### src/rtl/pipe_stall_ctrl_pkg.sv
// Shared CPU package for the stall/bubble controller.
//   WA_W       : default register-address width
//   stage_tag_t: per-stage write-back tag {valid, wa, we, is_load}
//   BubbleTag  : the all-zero tag a bubble carries
//   mode_e     : RUN/STALL mode, used only to gate the perf counters
package pipe_stall_ctrl_pkg;

    localparam int unsigned WA_W = 5;

    // valid + we + is_load
    localparam int unsigned TagFlagW = 3;

    typedef struct packed {
        logic            valid;
        logic [WA_W-1:0] wa;
        logic            we;
        logic            is_load;
    } stage_tag_t;

    localparam stage_tag_t BubbleTag = '0;

    typedef enum logic {
        StRun,
        StStall
    } mode_e;

    function automatic int unsigned tag_width(input int unsigned wa_w);
        return wa_w + TagFlagW;
    endfunction

endpackage

### src/rtl/stage_tag_reg.sv
// Async-reset pipeline tag register with a bubble select.
//   clk    : clock
//   rstn   : asynchronous active-low reset, clears the tag
//   bubble : capture the all-zero bubble tag instead of d
//   d      : incoming tag
//   q      : held tag
module stage_tag_reg #(
    parameter int unsigned W = 8
) (
    input  logic         clk,
    input  logic         rstn,
    input  logic         bubble,
    input  logic [W-1:0] d,
    output logic [W-1:0] q
);

    logic [W-1:0] q_q;

    always_ff @(posedge clk or negedge rstn) begin
        if (!rstn) begin
            q_q <= '0;
        end else if (bubble) begin
            q_q <= '0;
        end else begin
            q_q <= d;
        end
    end

    assign q = q_q;

endmodule

### src/rtl/pipe_stall_ctrl.sv
// Pipeline stall/bubble controller and E/M/W destination-register tracker.
// Applies the pause unit's decision (freeze F/D, bubble E) and carries each
// instruction's {wa, we, isLoad} tag down to write-back.
//   clk, rstn                  : clock, async active-low reset
//   i_decValid/Wa/We/IsLoad    : decode-stage instruction tag
//   i_pause                    : hazard stall request (same cycle)
//   i_flush                    : branch/jump taken in E, squash D
//   o_stallF, o_stallD         : hold PC + IF/ID, hold ID/EX inputs
//   o_bubbleE                  : E captures a bubble on this edge
//   o_regWa*/o_regWe*          : destination tag held in E/M/W
//   o_isLoadE                  : E-stage instruction is a load
//   o_stallCycles, o_flushCnt  : saturating perf counters
// Optional feature: define PIPE_STALL_PERF_EN to build the perf counters;
// otherwise both counter outputs are tied to zero.
module pipe_stall_ctrl
    import pipe_stall_ctrl_pkg::*;
#(
    parameter int unsigned WA_W = pipe_stall_ctrl_pkg::WA_W
) (
    input  logic            clk,
    input  logic            rstn,
    input  logic            i_decValid,
    input  logic [WA_W-1:0] i_decWa,
    input  logic            i_decWe,
    input  logic            i_decIsLoad,
    input  logic            i_pause,
    input  logic            i_flush,
    output logic            o_stallF,
    output logic            o_stallD,
    output logic            o_bubbleE,
    output logic [WA_W-1:0] o_regWaE,
    output logic [WA_W-1:0] o_regWaM,
    output logic [WA_W-1:0] o_regWaW,
    output logic            o_regWeE,
    output logic            o_regWeM,
    output logic            o_regWeW,
    output logic            o_isLoadE,
    output logic [31:0]     o_stallCycles,
    output logic [31:0]     o_flushCnt
);

    // Same layout as stage_tag_t, but sized by this instance's WA_W.
    typedef struct packed {
        logic            valid;
        logic [WA_W-1:0] wa;
        logic            we;
        logic            is_load;
    } tag_t;

    localparam int unsigned TagW = tag_width(WA_W);

    tag_t dec_tag;
    tag_t tag_e;
    tag_t tag_m;
    tag_t tag_w;
    logic stall;

    // Flush beats pause: the redirect must not be held off by a stall.
    assign stall     = i_pause & ~i_flush;
    assign o_stallF  = stall;
    assign o_stallD  = stall;
    assign o_bubbleE = i_pause | i_flush | ~i_decValid;

    // Sanitise the decode tag so E/M/W never advertise a write to r0 or a
    // write/load from an empty slot.
    always_comb begin
        dec_tag         = '0;
        dec_tag.valid   = i_decValid;
        dec_tag.wa      = i_decWa;
        dec_tag.we      = i_decValid & i_decWe & (i_decWa != '0);
        dec_tag.is_load = i_decValid & i_decIsLoad;
    end

    stage_tag_reg #(
        .W (TagW)
    ) u_tag_e (
        .clk    (clk),
        .rstn   (rstn),
        .bubble (o_bubbleE),
        .d      (dec_tag),
        .q      (tag_e)
    );

    // Nothing stalls at or after E, so M and W always advance.
    stage_tag_reg #(
        .W (TagW)
    ) u_tag_m (
        .clk    (clk),
        .rstn   (rstn),
        .bubble (1'b0),
        .d      (tag_e),
        .q      (tag_m)
    );

    stage_tag_reg #(
        .W (TagW)
    ) u_tag_w (
        .clk    (clk),
        .rstn   (rstn),
        .bubble (1'b0),
        .d      (tag_m),
        .q      (tag_w)
    );

    assign o_regWaE  = tag_e.wa;
    assign o_regWaM  = tag_m.wa;
    assign o_regWaW  = tag_w.wa;
    assign o_regWeE  = tag_e.we;
    assign o_regWeM  = tag_m.we;
    assign o_regWeW  = tag_w.we;
    assign o_isLoadE = tag_e.is_load;

    logic unused_tags;
    assign unused_tags = ^{tag_e.valid, tag_m.valid, tag_m.is_load, tag_w.valid, tag_w.is_load};

`ifdef PIPE_STALL_PERF_EN
    mode_e       mode_q, mode_d;
    logic [31:0] stall_cnt_q, stall_cnt_d;
    logic [31:0] flush_cnt_q, flush_cnt_d;

    always_comb begin
        mode_d = mode_q;
        unique case (mode_q)
            StRun:   if (stall)  mode_d = StStall;
            StStall: if (!stall) mode_d = StRun;
            default: mode_d = StRun;
        endcase
    end

    // mode_d == StStall exactly when the current cycle is a stall cycle, so
    // the count lands on the edge that ends that cycle.
    always_comb begin
        stall_cnt_d = stall_cnt_q;
        flush_cnt_d = flush_cnt_q;
        if (mode_d == StStall && stall_cnt_q != 32'hFFFF_FFFF) begin
            stall_cnt_d = stall_cnt_q + 32'd1;
        end
        if (i_flush && flush_cnt_q != 32'hFFFF_FFFF) begin
            flush_cnt_d = flush_cnt_q + 32'd1;
        end
    end

    always_ff @(posedge clk or negedge rstn) begin
        if (!rstn) begin
            mode_q      <= StRun;
            stall_cnt_q <= '0;
            flush_cnt_q <= '0;
        end else begin
            mode_q      <= mode_d;
            stall_cnt_q <= stall_cnt_d;
            flush_cnt_q <= flush_cnt_d;
        end
    end

    assign o_stallCycles = stall_cnt_q;
    assign o_flushCnt    = flush_cnt_q;
`else
    assign o_stallCycles = '0;
    assign o_flushCnt    = '0;
`endif

endmodule

### config.mk
export PLATFORM = sky130hd
export DESIGN_NAME = pipe_stall_ctrl
export DESIGN_NICKNAME = d
export VERILOG_FILES = /design/src/rtl/pipe_stall_ctrl_pkg.sv /design/src/rtl/stage_tag_reg.sv /design/src/rtl/pipe_stall_ctrl.sv
export SDC_FILE = /design/constraint.sdc
export NUM_CORES = 1
export LEC_CHECK = 0
export BUFFER_PORTS_ARGS = -buffer_cell sky130_fd_sc_hd__buf_2
export CORE_ASPECT_RATIO = 1.25
export CORE_UTILIZATION = 39
export DETAILED_ROUTE_END_ITERATION = 16
export PLACE_DENSITY = 0.85
export RECOVER_POWER = 100
export SYNTH_ARGS = -nofsm -noshare
export SYNTH_HDL_FRONTEND = slang
export SYNTH_SLANG_ARGS = --single-unit
### constraint.sdc
create_clock -name clk -period 1.6 [get_ports clk]
set_clock_uncertainty 0.2 [all_clocks]
set_input_delay 0.32 -clock clk [delete_from_list [all_inputs] [get_ports clk]]
set_output_delay 0.32 -clock clk [all_outputs]
set_load 0.02 [all_outputs]
==> metrics.txt <==
initial antenna violation count 0; leading area contributor after synthesis buf_4; htree depth 1; post-CTS sizing 0; WL/cell between 7 and 8 um; die area around 0.0029 sq mm; Syn-to-layout area delta -3.47%; crit path max fanout 2; CTS buffer count 3; setup ws final between 150 and 200 ps; f_max ~0.7 GHz; Starting Density between 40% and 50%; top cells by area, synth buf_4 47%, dfrtp_1 46%, and2_1 3.0%; R2R Setup Slk roughly 900 ps; fin crit period about 1400 ps; Seq cells post-synth 19; clk buf depth 2; status finished, final reports clean; Cells after Synth 96; Power Density between 900 and 1000 mW/mm^2; largest net degree at the start of global routing 20; Hold Path End u_tag_e.q[0]$_DFF_PN0_; Die X-Extent around 48 um; final WL 1.17 mm; worst r2r src u_tag_e.q[5]$_DFF_PN0_; Worst R2R Path Depth 0; antenna cells 0; post-synth top area share between 40% and 50%; crit path capture type output port; startpoint types input port; Placement Rows 20; first-pass GRT wire length 1.49 mm; share of layout cells above drive strength 1 between 10% and 20%; ratio of final minimum period to clock period between 80% and 90%; fin. max-slew vios 0; maxcap violations 0; RSZ-0062 raised after global routing false; Ports 98; DRT Pass-1 Iters 1; Core Footprint around 0.0025 sq mm; DRT antenna net count 0; IO buf count 33; DR iter-0 viols 0; Post-DP HPWL approximately 980 um; Setup CP Type in -> out; number of global-route vias before repair between 300 and 400; fill count 273; Hold Path Class in -> reg; final setup vio count 0; aggregate global-route resource usage 7.78%; RR Endpoint u_tag_m.q[5]$_DFF_PN0_; grt ovf 0; Worst-Skew Late Latency ~290 ps; WHS Path Cells 2; Req. time, crit path around 1100 ps; Final Util roughly two fifths; Seq/Total Area, Yosys between 40% and 50%; CTS Root Cell clkbuf_4; hold path start i_decIsLoad; Reg clk slew, reported paths 90 ps; CP Data Arrival Time roughly 900 ps; post-place setup slack approximately 200 ps; Worst VDD drop roughly 330 uV; Final Hold Fails 0; Synth Area per Inst 10.9 sq um; Die H around 60 um; count of warnings emitted by yosys 0; # DRC 0; CTS tree built; clk sinks 19; setup TNS 0 ps; cell area after synthesis 0.00104 sq mm; Netlist cell types 10; vias 521; Leakage Power 0.000586 uW; fin nets between 100 and 150; drt via density 3.14; GPL Wtd Cong 0.660
-- worst max-delay path by stage --
stage / start / to / slack (ps) / cells past startpoint
3_3_place_gp: i_decWa[0] / u_tag_e.q[1]$_DFF_PN0_ / 220 / 3
5_1_grt: i_pause / o_bubbleE / 100 / 4
4_1_cts: u_tag_e.q[5]$_DFF_PN0_ / o_regWaE[3] / 220 / 1
3_5_place_dp: i_decWa[0] / u_tag_e.q[1]$_DFF_PN0_ / 200 / 3
2_1_floorplan: i_pause / o_stallF / 180 / 2
6_report: i_pause / o_bubbleE / 180 / 4
-- final cells by class --
cell class                 instances  area, sq um  area share (%)
sequential                        19          475            47.1
clock inverter                     1         5.00           0.496
tap                               33         41.3            4.09
clock buffer                       3         22.5            2.23
inverter                           1         3.75           0.372
timing repair buffer              35          151            15.0
multi-input combinational         74          309            30.6
-- cells in the final DEF (no fill, tap or decap) --
| cell | netlist | routed |
|---|---|---|
| and2_0 | 0 | 2 |
| and2_1 | 5 | 3 |
| and2_2 | 1 | 1 |
| buf_2 | 0 | 10 |
| clkbuf_1 | 0 | 23 |
| clkbuf_2 | 0 | 1 |
| clkbuf_4 | 0 | 3 |
| clkinv_2 | 0 | 1 |
| conb_1 | 1 | 64 |
| dfrtp_1 | 19 | 19 |
| dlygate4sd3_1 | 0 | 1 |
| inv_1 | 1 | 1 |
| nor2b_1 | 1 | 1 |
| nor3b_1 | 0 | 1 |
| o311a_1 | 1 | 1 |
| or3_1 | 1 | 1 |
-- critical path, cell delays in order --
cell and delay [ps]:
buf_2 100, nor3b_1 240, inv_1 70, clkbuf_1 170
-- synth_stat cells --
cell type,n
dfrtp_1,19
conb_1,1
nor3b_2,1
or3_1,1
and2_2,1
buf_4,65
nor2b_1,1
o311a_1,1
inv_1,1
and2_1,5
-- logic make-up (layout without fill, tap and decap cells) --
family                 after synthesis  count (layout)  synth area share (%)
and+or+nand+nor                      9               9                  6.11
DFF                                 19              19                  45.5
buffers and inverters               66              40                  47.1
other                                1              64                 0.359
AOI/OAI and AO/OA                    1               1                 0.958
-- power breakdown --
group	internal, uW	switching, uW	total [uW]	leakage [uW]
sequential	492	4.54	496	0.000261
clock	92.9	132	225	0.0000177
combinational	21.8	176	198	0.000308
total	607	313	920	0.000586
-- what timing repair did --
| item | 4_1_cts | 5_1_grt |
|---|---|---|
| endpoints found under the setup margin | 0 | 0 |
| hold endpoints to repair | 19 | 0 |
| hold buffers | 1 | 0 |
| buffers inserted | 0 | 0 |
-- stage by stage --
stage | hold WS, ps | instance area [sq um] | cells | total power, uW
after floorplan | -176 | 1280 | 159 | 787
after CTS | 15.2 | 1040 | 166 | 942
after global routing | 23.5 | 1010 | 166 | 979
final | 34.0 | 1010 | 166 | 920
after detailed placement | 65.4 | 1010 | 161 | 706
after global placement | 61.1 | 1010 | 161 | 704
-- flip-flops by register name, indices dropped and copies added, names as in the netlist --
name,cells
u_tag_e.q,7
u_tag_m.q,6
u_tag_w.q,6
-- per-layer routing --
layer	GRT usage, %	routed length, um	vias up	share of wire, %
met5	0	0	-	0
met4	5.95	4	0	0.34
met3	3.02	215	2	18
met2	13.0	568	57	48
met1	7.16	384	222	33
li1	-	-	240	-
(Power assumes the default switching activity.)
